--- config.mk ---
export PLATFORM = sky130hd
export DESIGN_NAME = serial_subtractor_flat
export DESIGN_NICKNAME = d
export VERILOG_FILES = /design/src/rtl/serial_subtractor_pkg.sv /design/src/rtl/serial_subtractor_if.sv /design/src/rtl/serial_subtractor_full_subtractor.sv /design/src/rtl/serial_subtractor.sv /design/src/flat_wrapper.sv
export SDC_FILE = /design/constraint.sdc
export NUM_CORES = 1
export LEC_CHECK = 0
export CORE_AREA = 2 2 54 56
export DETAILED_ROUTE_END_ITERATION = 8
export DIE_AREA = 0 0 56 58
export GPL_TIMING_DRIVEN = 0
export PLACE_DENSITY = 0.73
export SYNTH_ARGS = -nofsm -noshare
export SYNTH_HDL_FRONTEND = slang
export SYNTH_HIERARCHICAL = 1
export SYNTH_SLANG_ARGS = --single-unit
--- constraint.sdc ---
create_clock -name clk -period 2.4 [get_ports clk]
set_input_delay 0.6 -clock clk [delete_from_list [all_inputs] [get_ports clk]]
set_output_delay 0.6 -clock clk [all_outputs]
set_load 0.02 [all_outputs]
--- src/rtl/serial_subtractor_pkg.sv ---
// Shared arithmetic-library package for the serial subtractor.
//   sub_state_t   : controller states (IDLE, SHIFT, DONE)
//   SUB_WIDTH_DEF : default operand/result width
package arith_pkg;

  typedef enum logic [1:0] {
    IDLE  = 2'd0,
    SHIFT = 2'd1,
    DONE  = 2'd2
  } sub_state_t;

  localparam int unsigned SUB_WIDTH_DEF = 4;

endpackage : arith_pkg

--- src/rtl/serial_subtractor_if.sv ---
// Request/response bundle of the serial subtractor.
//   start/a/b/bin : requester -> subtractor (sampled on the accepting edge)
//   ready/busy    : subtractor status
//   done/d/bout   : result strobe and held result
//   ovf           : signed overflow, present only with SERIAL_SUB_OVF_EN
// The master modport is the requester/consumer side, slave is the subtractor.
interface serial_subtractor_if #(
  parameter int unsigned WIDTH = arith_pkg::SUB_WIDTH_DEF
);

  logic             start;
  logic [WIDTH-1:0] a;
  logic [WIDTH-1:0] b;
  logic             bin;
  logic             ready;
  logic             busy;
  logic             done;
  logic [WIDTH-1:0] d;
  logic             bout;
`ifdef SERIAL_SUB_OVF_EN
  logic             ovf;
`endif

  modport master (
    output start, a, b, bin,
`ifdef SERIAL_SUB_OVF_EN
    input  ovf,
`endif
    input  ready, busy, done, d, bout
  );

  modport slave (
    input  start, a, b, bin,
`ifdef SERIAL_SUB_OVF_EN
    output ovf,
`endif
    output ready, busy, done, d, bout
  );

endinterface : serial_subtractor_if

--- src/rtl/serial_subtractor_full_subtractor.sv ---
// Single-bit full subtractor: x - y - bi.
//   x, y, bi : minuend bit, subtrahend bit, borrow-in
//   diff     : difference bit
//   bo       : borrow-out
module full_subtractor (
  input  logic x,
  input  logic y,
  input  logic bi,
  output logic diff,
  output logic bo
);

  always_comb begin
    diff = x ^ y ^ bi;
    bo   = (~x & y) | (~(x ^ y) & bi);
  end

endmodule : full_subtractor

--- src/rtl/serial_subtractor.sv ---
// Bit-serial LSB-first subtractor: D = A - B - Bin over WIDTH cycles using
// one full-subtractor cell and a borrow flop.
//   clk   : rising-edge clock
//   rst_n : asynchronous active-low reset
//   bus   : serial_subtractor_if slave (start/a/b/bin in; ready/busy/done/d/bout out)
// Optional macro SERIAL_SUB_OVF_EN adds bus.ovf (two's-complement overflow).
module serial_subtractor
  import arith_pkg::*;
#(
  parameter int unsigned WIDTH = SUB_WIDTH_DEF
) (
  input  logic                clk,
  input  logic                rst_n,
  serial_subtractor_if.slave  bus
);

  localparam int unsigned CW = $clog2(WIDTH) + 1;

  sub_state_t       state, state_nx;

  logic [WIDTH-1:0] a_sh;
  logic [WIDTH-1:0] b_sh;
  logic [WIDTH-1:0] d_r;
  logic             brw;
  logic             bout_r;
  logic [CW-1:0]    cnt;

  logic             load;
  logic             step;
  logic             last;
  logic             ready_c;
  logic             busy_c;
  logic             done_c;
  logic             diff;
  logic             nb;

  full_subtractor u_fs (
    .x    (a_sh[0]),
    .y    (b_sh[0]),
    .bi   (brw),
    .diff (diff),
    .bo   (nb)
  );

  assign last = (cnt == CW'(WIDTH - 1));

  always_ff @(posedge clk or negedge rst_n) begin
    if (!rst_n) state <= IDLE;
    else        state <= state_nx;
  end

  // DONE accepts start exactly like IDLE so results can be issued back-to-back.
  always_comb begin
    state_nx = state;
    load     = 1'b0;
    step     = 1'b0;
    ready_c  = 1'b0;
    busy_c   = 1'b0;
    done_c   = 1'b0;
    unique case (state)
      IDLE: begin
        ready_c = 1'b1;
        if (bus.start) begin
          load     = 1'b1;
          state_nx = SHIFT;
        end
      end
      SHIFT: begin
        busy_c = 1'b1;
        step   = 1'b1;
        if (last) state_nx = DONE;
      end
      DONE: begin
        ready_c = 1'b1;
        done_c  = 1'b1;
        if (bus.start) begin
          load     = 1'b1;
          state_nx = SHIFT;
        end else begin
          state_nx = IDLE;
        end
      end
      default: state_nx = IDLE;
    endcase
  end

  // Difference bits enter at the MSB and move down, so after WIDTH steps
  // the first (LSB) result bit has reached d_r[0].
  always_ff @(posedge clk or negedge rst_n) begin
    if (!rst_n) begin
      a_sh   <= '0;
      b_sh   <= '0;
      d_r    <= '0;
      brw    <= 1'b0;
      bout_r <= 1'b0;
      cnt    <= '0;
    end else if (load) begin
      a_sh   <= bus.a;
      b_sh   <= bus.b;
      brw    <= bus.bin;
      cnt    <= '0;
      d_r    <= '0;
      bout_r <= 1'b0;
    end else if (step) begin
      d_r  <= {diff, d_r[WIDTH-1:1]};
      a_sh <= a_sh >> 1;
      b_sh <= b_sh >> 1;
      brw  <= nb;
      cnt  <= cnt + CW'(1);
      if (last) bout_r <= nb;
    end
  end

`ifdef SERIAL_SUB_OVF_EN
  logic ovf_r;

  // On the last step a_sh[0]/b_sh[0] hold the operand MSBs and diff is the result MSB.
  always_ff @(posedge clk or negedge rst_n) begin
    if (!rst_n) begin
      ovf_r <= 1'b0;
    end else if (load) begin
      ovf_r <= 1'b0;
    end else if (step && last) begin
      ovf_r <= (a_sh[0] ^ b_sh[0]) & (a_sh[0] ^ diff);
    end
  end

  assign bus.ovf = ovf_r;
`endif

  assign bus.ready = ready_c;
  assign bus.busy  = busy_c;
  assign bus.done  = done_c;
  assign bus.d     = d_r;
  assign bus.bout  = bout_r;

endmodule : serial_subtractor

--- src/flat_wrapper.sv ---
// flat-port wrapper written by rule: the top's interface ports become plain ports
module serial_subtractor_flat import arith_pkg::*;
#(
  parameter int unsigned WIDTH = SUB_WIDTH_DEF
)
  (clk, rst_n, bus_start, bus_a, bus_b, bus_bin, bus_ready, bus_busy, bus_done, bus_d, bus_bout);
  serial_subtractor_if #(.WIDTH(WIDTH)) bus_i ();
  input  logic clk;
  input  logic rst_n;
  input wire logic [$bits(bus_i.start)-1:0] bus_start;
  input wire logic [$bits(bus_i.a)-1:0] bus_a;
  input wire logic [$bits(bus_i.b)-1:0] bus_b;
  input wire logic [$bits(bus_i.bin)-1:0] bus_bin;
  output wire logic [$bits(bus_i.ready)-1:0] bus_ready;
  output wire logic [$bits(bus_i.busy)-1:0] bus_busy;
  output wire logic [$bits(bus_i.done)-1:0] bus_done;
  output wire logic [$bits(bus_i.d)-1:0] bus_d;
  output wire logic [$bits(bus_i.bout)-1:0] bus_bout;
  assign bus_i.start = bus_start;
  assign bus_i.a = bus_a;
  assign bus_i.b = bus_b;
  assign bus_i.bin = bus_bin;
  assign bus_ready = bus_i.ready;
  assign bus_busy = bus_i.busy;
  assign bus_done = bus_i.done;
  assign bus_d = bus_i.d;
  assign bus_bout = bus_i.bout;
  serial_subtractor #(.WIDTH(WIDTH)) u_core (.clk(clk), .rst_n(rst_n), .bus(bus_i));
endmodule
==> flow_summary.ini <==
[outcome]
outcome = finished clean

[clock_tree]
clk_latency_ns = 0.30
cts_tree = done
cts_setup_buffers = 0
clkTransAtPathRegs_ns = 0.11
ctsLongestPathBuffers = 2
cts-buffers-inserted = 3
cts_sinks = 19
htree_levels = 1
ctsRootBufferMaster = clkbuf_4

[sta]
tns_ns = 0
finalHoldViolCount = 0
worst_clock_skew_ns = 0.00150
slew_headroom = 0.425
finalCritPeriodShare = 0.932
fmax_ghz = 0.447
rsz0062_at_grt = false
slew_violations = 0
layout_setup_ws_ns = 0.164
worst_pin_slew_ns = 0.860
setup_viol = 0
post-route-min-period_ns = 2.24

[synthesis]
synth_area_mm2 = 0.00101
synth_nets = 112
yosysWarningCount = 6
netlist_instances = 97
ys_seq_elements = 19
synth_cell_types = 19
yosysSeqAreaShare = 0.470
yosys.area.top_type_share = 0.470
synthTopCellsByArea = dfrtp_1, mux2i_1, a211oi_1
synth_top_area_cell = dfrtp_1
syn_area_per_cell_um2 = 10.4

[placement]
io_buffer_count = 19
place_congestion = 0.704
pre_cts_slack_ns = 0.336
dpl.hpwl_mm = 1.45
placed_area_mm2 = 0.00124
dpl.cell_count = 147

[power_and_ir_drop]
pwr-share-comb = 0.500
p_leak_nw = 0.528
pwr-share-clk = 0.112
ir_drop_uv = 603
switchingPower_mw = 0.599
powerDensity_mw_per_mm2 = 1170
power_frac_seq = 0.388
swShare = 0.404
cell_internal_pwr_mw = 0.883

[global_route]
track_usage = 0.136
grt_pass1_vias = 741
overflow = 0
grt_max_degree = 20
grt_pass1_wl_mm = 3.42
antenna_found_initial = 0

[finish]
postLayoutCellArea_mm2 = 0.00127
layout.cells.non_filler = 151
insertedDiodeCount = 0
drive_gt1_frac = 0.0583
fin_nets = 136
syn_to_final_growth_pct = 25.2

[worst_hold_path]
min-delay-path-class = flip-flop to flip-flop
holdPathStages = 2

[setup_path]
r2r_cells = 5
arrival_ns = 1.64
critPathKind = flip-flop to primary output
crit_fanout = 10
critPathRequiredTime_ns = 1.80
crit_path_end_kind = primary output
startpoint_type = flip-flop
r2r_slack_ns = 1.11

[run]
maxCapViolCount = 0

[route]
via_per_inst = 5.25
vias = 793
ant_nets = 0
drtIter0Drc = 10
drc_errors = 0
wirelength_mm = 2.03
wl_per_cell_um = 13.4
drt-pass1-iter-count = 4

[floorplan]
rows = 19
die_y_um = 58
start_util = 0.380
fp.dieArea_mm2 = 0.00325
die_w_um = 56
core_area_mm2 = 0.00266
pin_count = 20
## final timing paths
check	startpoint	end
worst max register to register	u_core/cnt[0]	u_core/bus.bout
worst min-delay path	u_core/bus.d[0]	u_core/bus.d[0]
max in group asynchronous	rst_n	u_core/b_sh[1]
worst min register to register	u_core/bus.d[0]	u_core/bus.d[0]
worst max-delay path	u_core/state[1]	bus_busy
min in group asynchronous	rst_n	u_core/cnt[2]
## power groups by stage
| stage | Combinational [mW] | Clock (mW) | Sequential, mW |
|---|---|---|---|
| detailed placement | 0.751 | 0 | 0.582 |
| finish | 0.742 | 0.166 | 0.574 |
| global route | 0.832 | 0.185 | 0.596 |
| CTS | 0.751 | 0.173 | 0.575 |
| floorplan | 0.474 | 0 | 0.595 |
| global placement | 0.715 | 0 | 0.570 |
## Yosys cell counts
master,n
nor2_1,2
nor3_1,1
ha_1,2
a22o_1,2
xor2_1,1
a21oi_1,7
a211oi_1,7
nand2b_1,1
buf_6,3
nand2_1,7
o21ai_0,7
nor2b_1,8
fa_1,1
dfrtp_1,19
clkbuf_1,3
o21ai_1,2
inv_1,6
nand3_1,2
mux2i_1,16
## flip-flops by register name, summed over array words and instances, names as in the netlist
signal	flops
u_core/a_sh	4
u_core/b_sh	4
u_core/bus.d	4
u_core/cnt	3
u_core/state	2
u_core/brw	1
u_core/bus.bout	1
## critical path: stages, from the launching register on
cell	delay (ns)
dfrtp_1	0.40
buf_6	0.16
nor2_1	0.15
clkdlybuf4s50_1	0.62
## per-layer routing
layer,track usage,part of all wire
met1,0.175,0.48
met2,0.225,0.46
met3,0.0268,0.054
met4,0.0612,0.0099
met5,0,0
## what timing repair did
action                     4_1_cts  5_1_grt
setup endpoints to repair        2        0
gates resized for setup          2        0
hold buffers                     0        0
## per-stage QoR
| stage | util | hold slack (ns) | total power, mW |
|---|---|---|---|
| after global routing | 0.476 | 0.549 | 1.61 |
| after global placement | 0.466 | 0.485 | 1.28 |
| after CTS | 0.476 | 0.525 | 1.50 |
| after detailed placement | 0.466 | 0.502 | 1.33 |
| after floorplan | - | 0.304 | 1.07 |
| final | 0.476 | 0.518 | 1.48 |
## cell type report
| cell class | instances | area (um2) |
|---|---|---|
| sequential | 19 | 475 |
| tap | 31 | 38.8 |
| buffer | 6 | 46.3 |
| clock buffer | 4 | 26.3 |
| inverter | 6 | 22.5 |
| timing repair buffer | 19 | 189 |
| multi-input combinational | 66 | 469 |
| fill | 267 | 1400 |
## cells in the final DEF, fill, tap and decap left out
cell type and instances:
ha_1 2, clkbuf_1 3, o21ai_1 2, fa_1 1, nor2_1 2, a211oi_1 7, nor3_1 1, dlygate4sd2_1 1
o21ai_0 7, inv_1 6, nand3_1 2, a21oi_1 7, clkdlybuf4s50_1 18, clkbuf_2 1, dfrtp_1 19, nand2_1 7
nand2b_1 1, mux2i_1 16, clkbuf_4 3, nor2b_1 8, buf_6 3, xor2_1 1, a22o_1 2
## kinds of logic (layout without fill, tap and decap cells)
family	Yosys count	in the layout	synth area share
multiplexers	16	16	0.158
AO/OA/AOI/OAI	25	25	0.148
flip-flops	19	19	0.470
adder cells (fa/ha/maj)	3	3	0.0445
XOR/XNOR	1	1	0.00865
buffers and inverters	12	35	0.0667
AND/OR/NAND/NOR	21	21	0.104
Power figures use the tool's default switching activity.
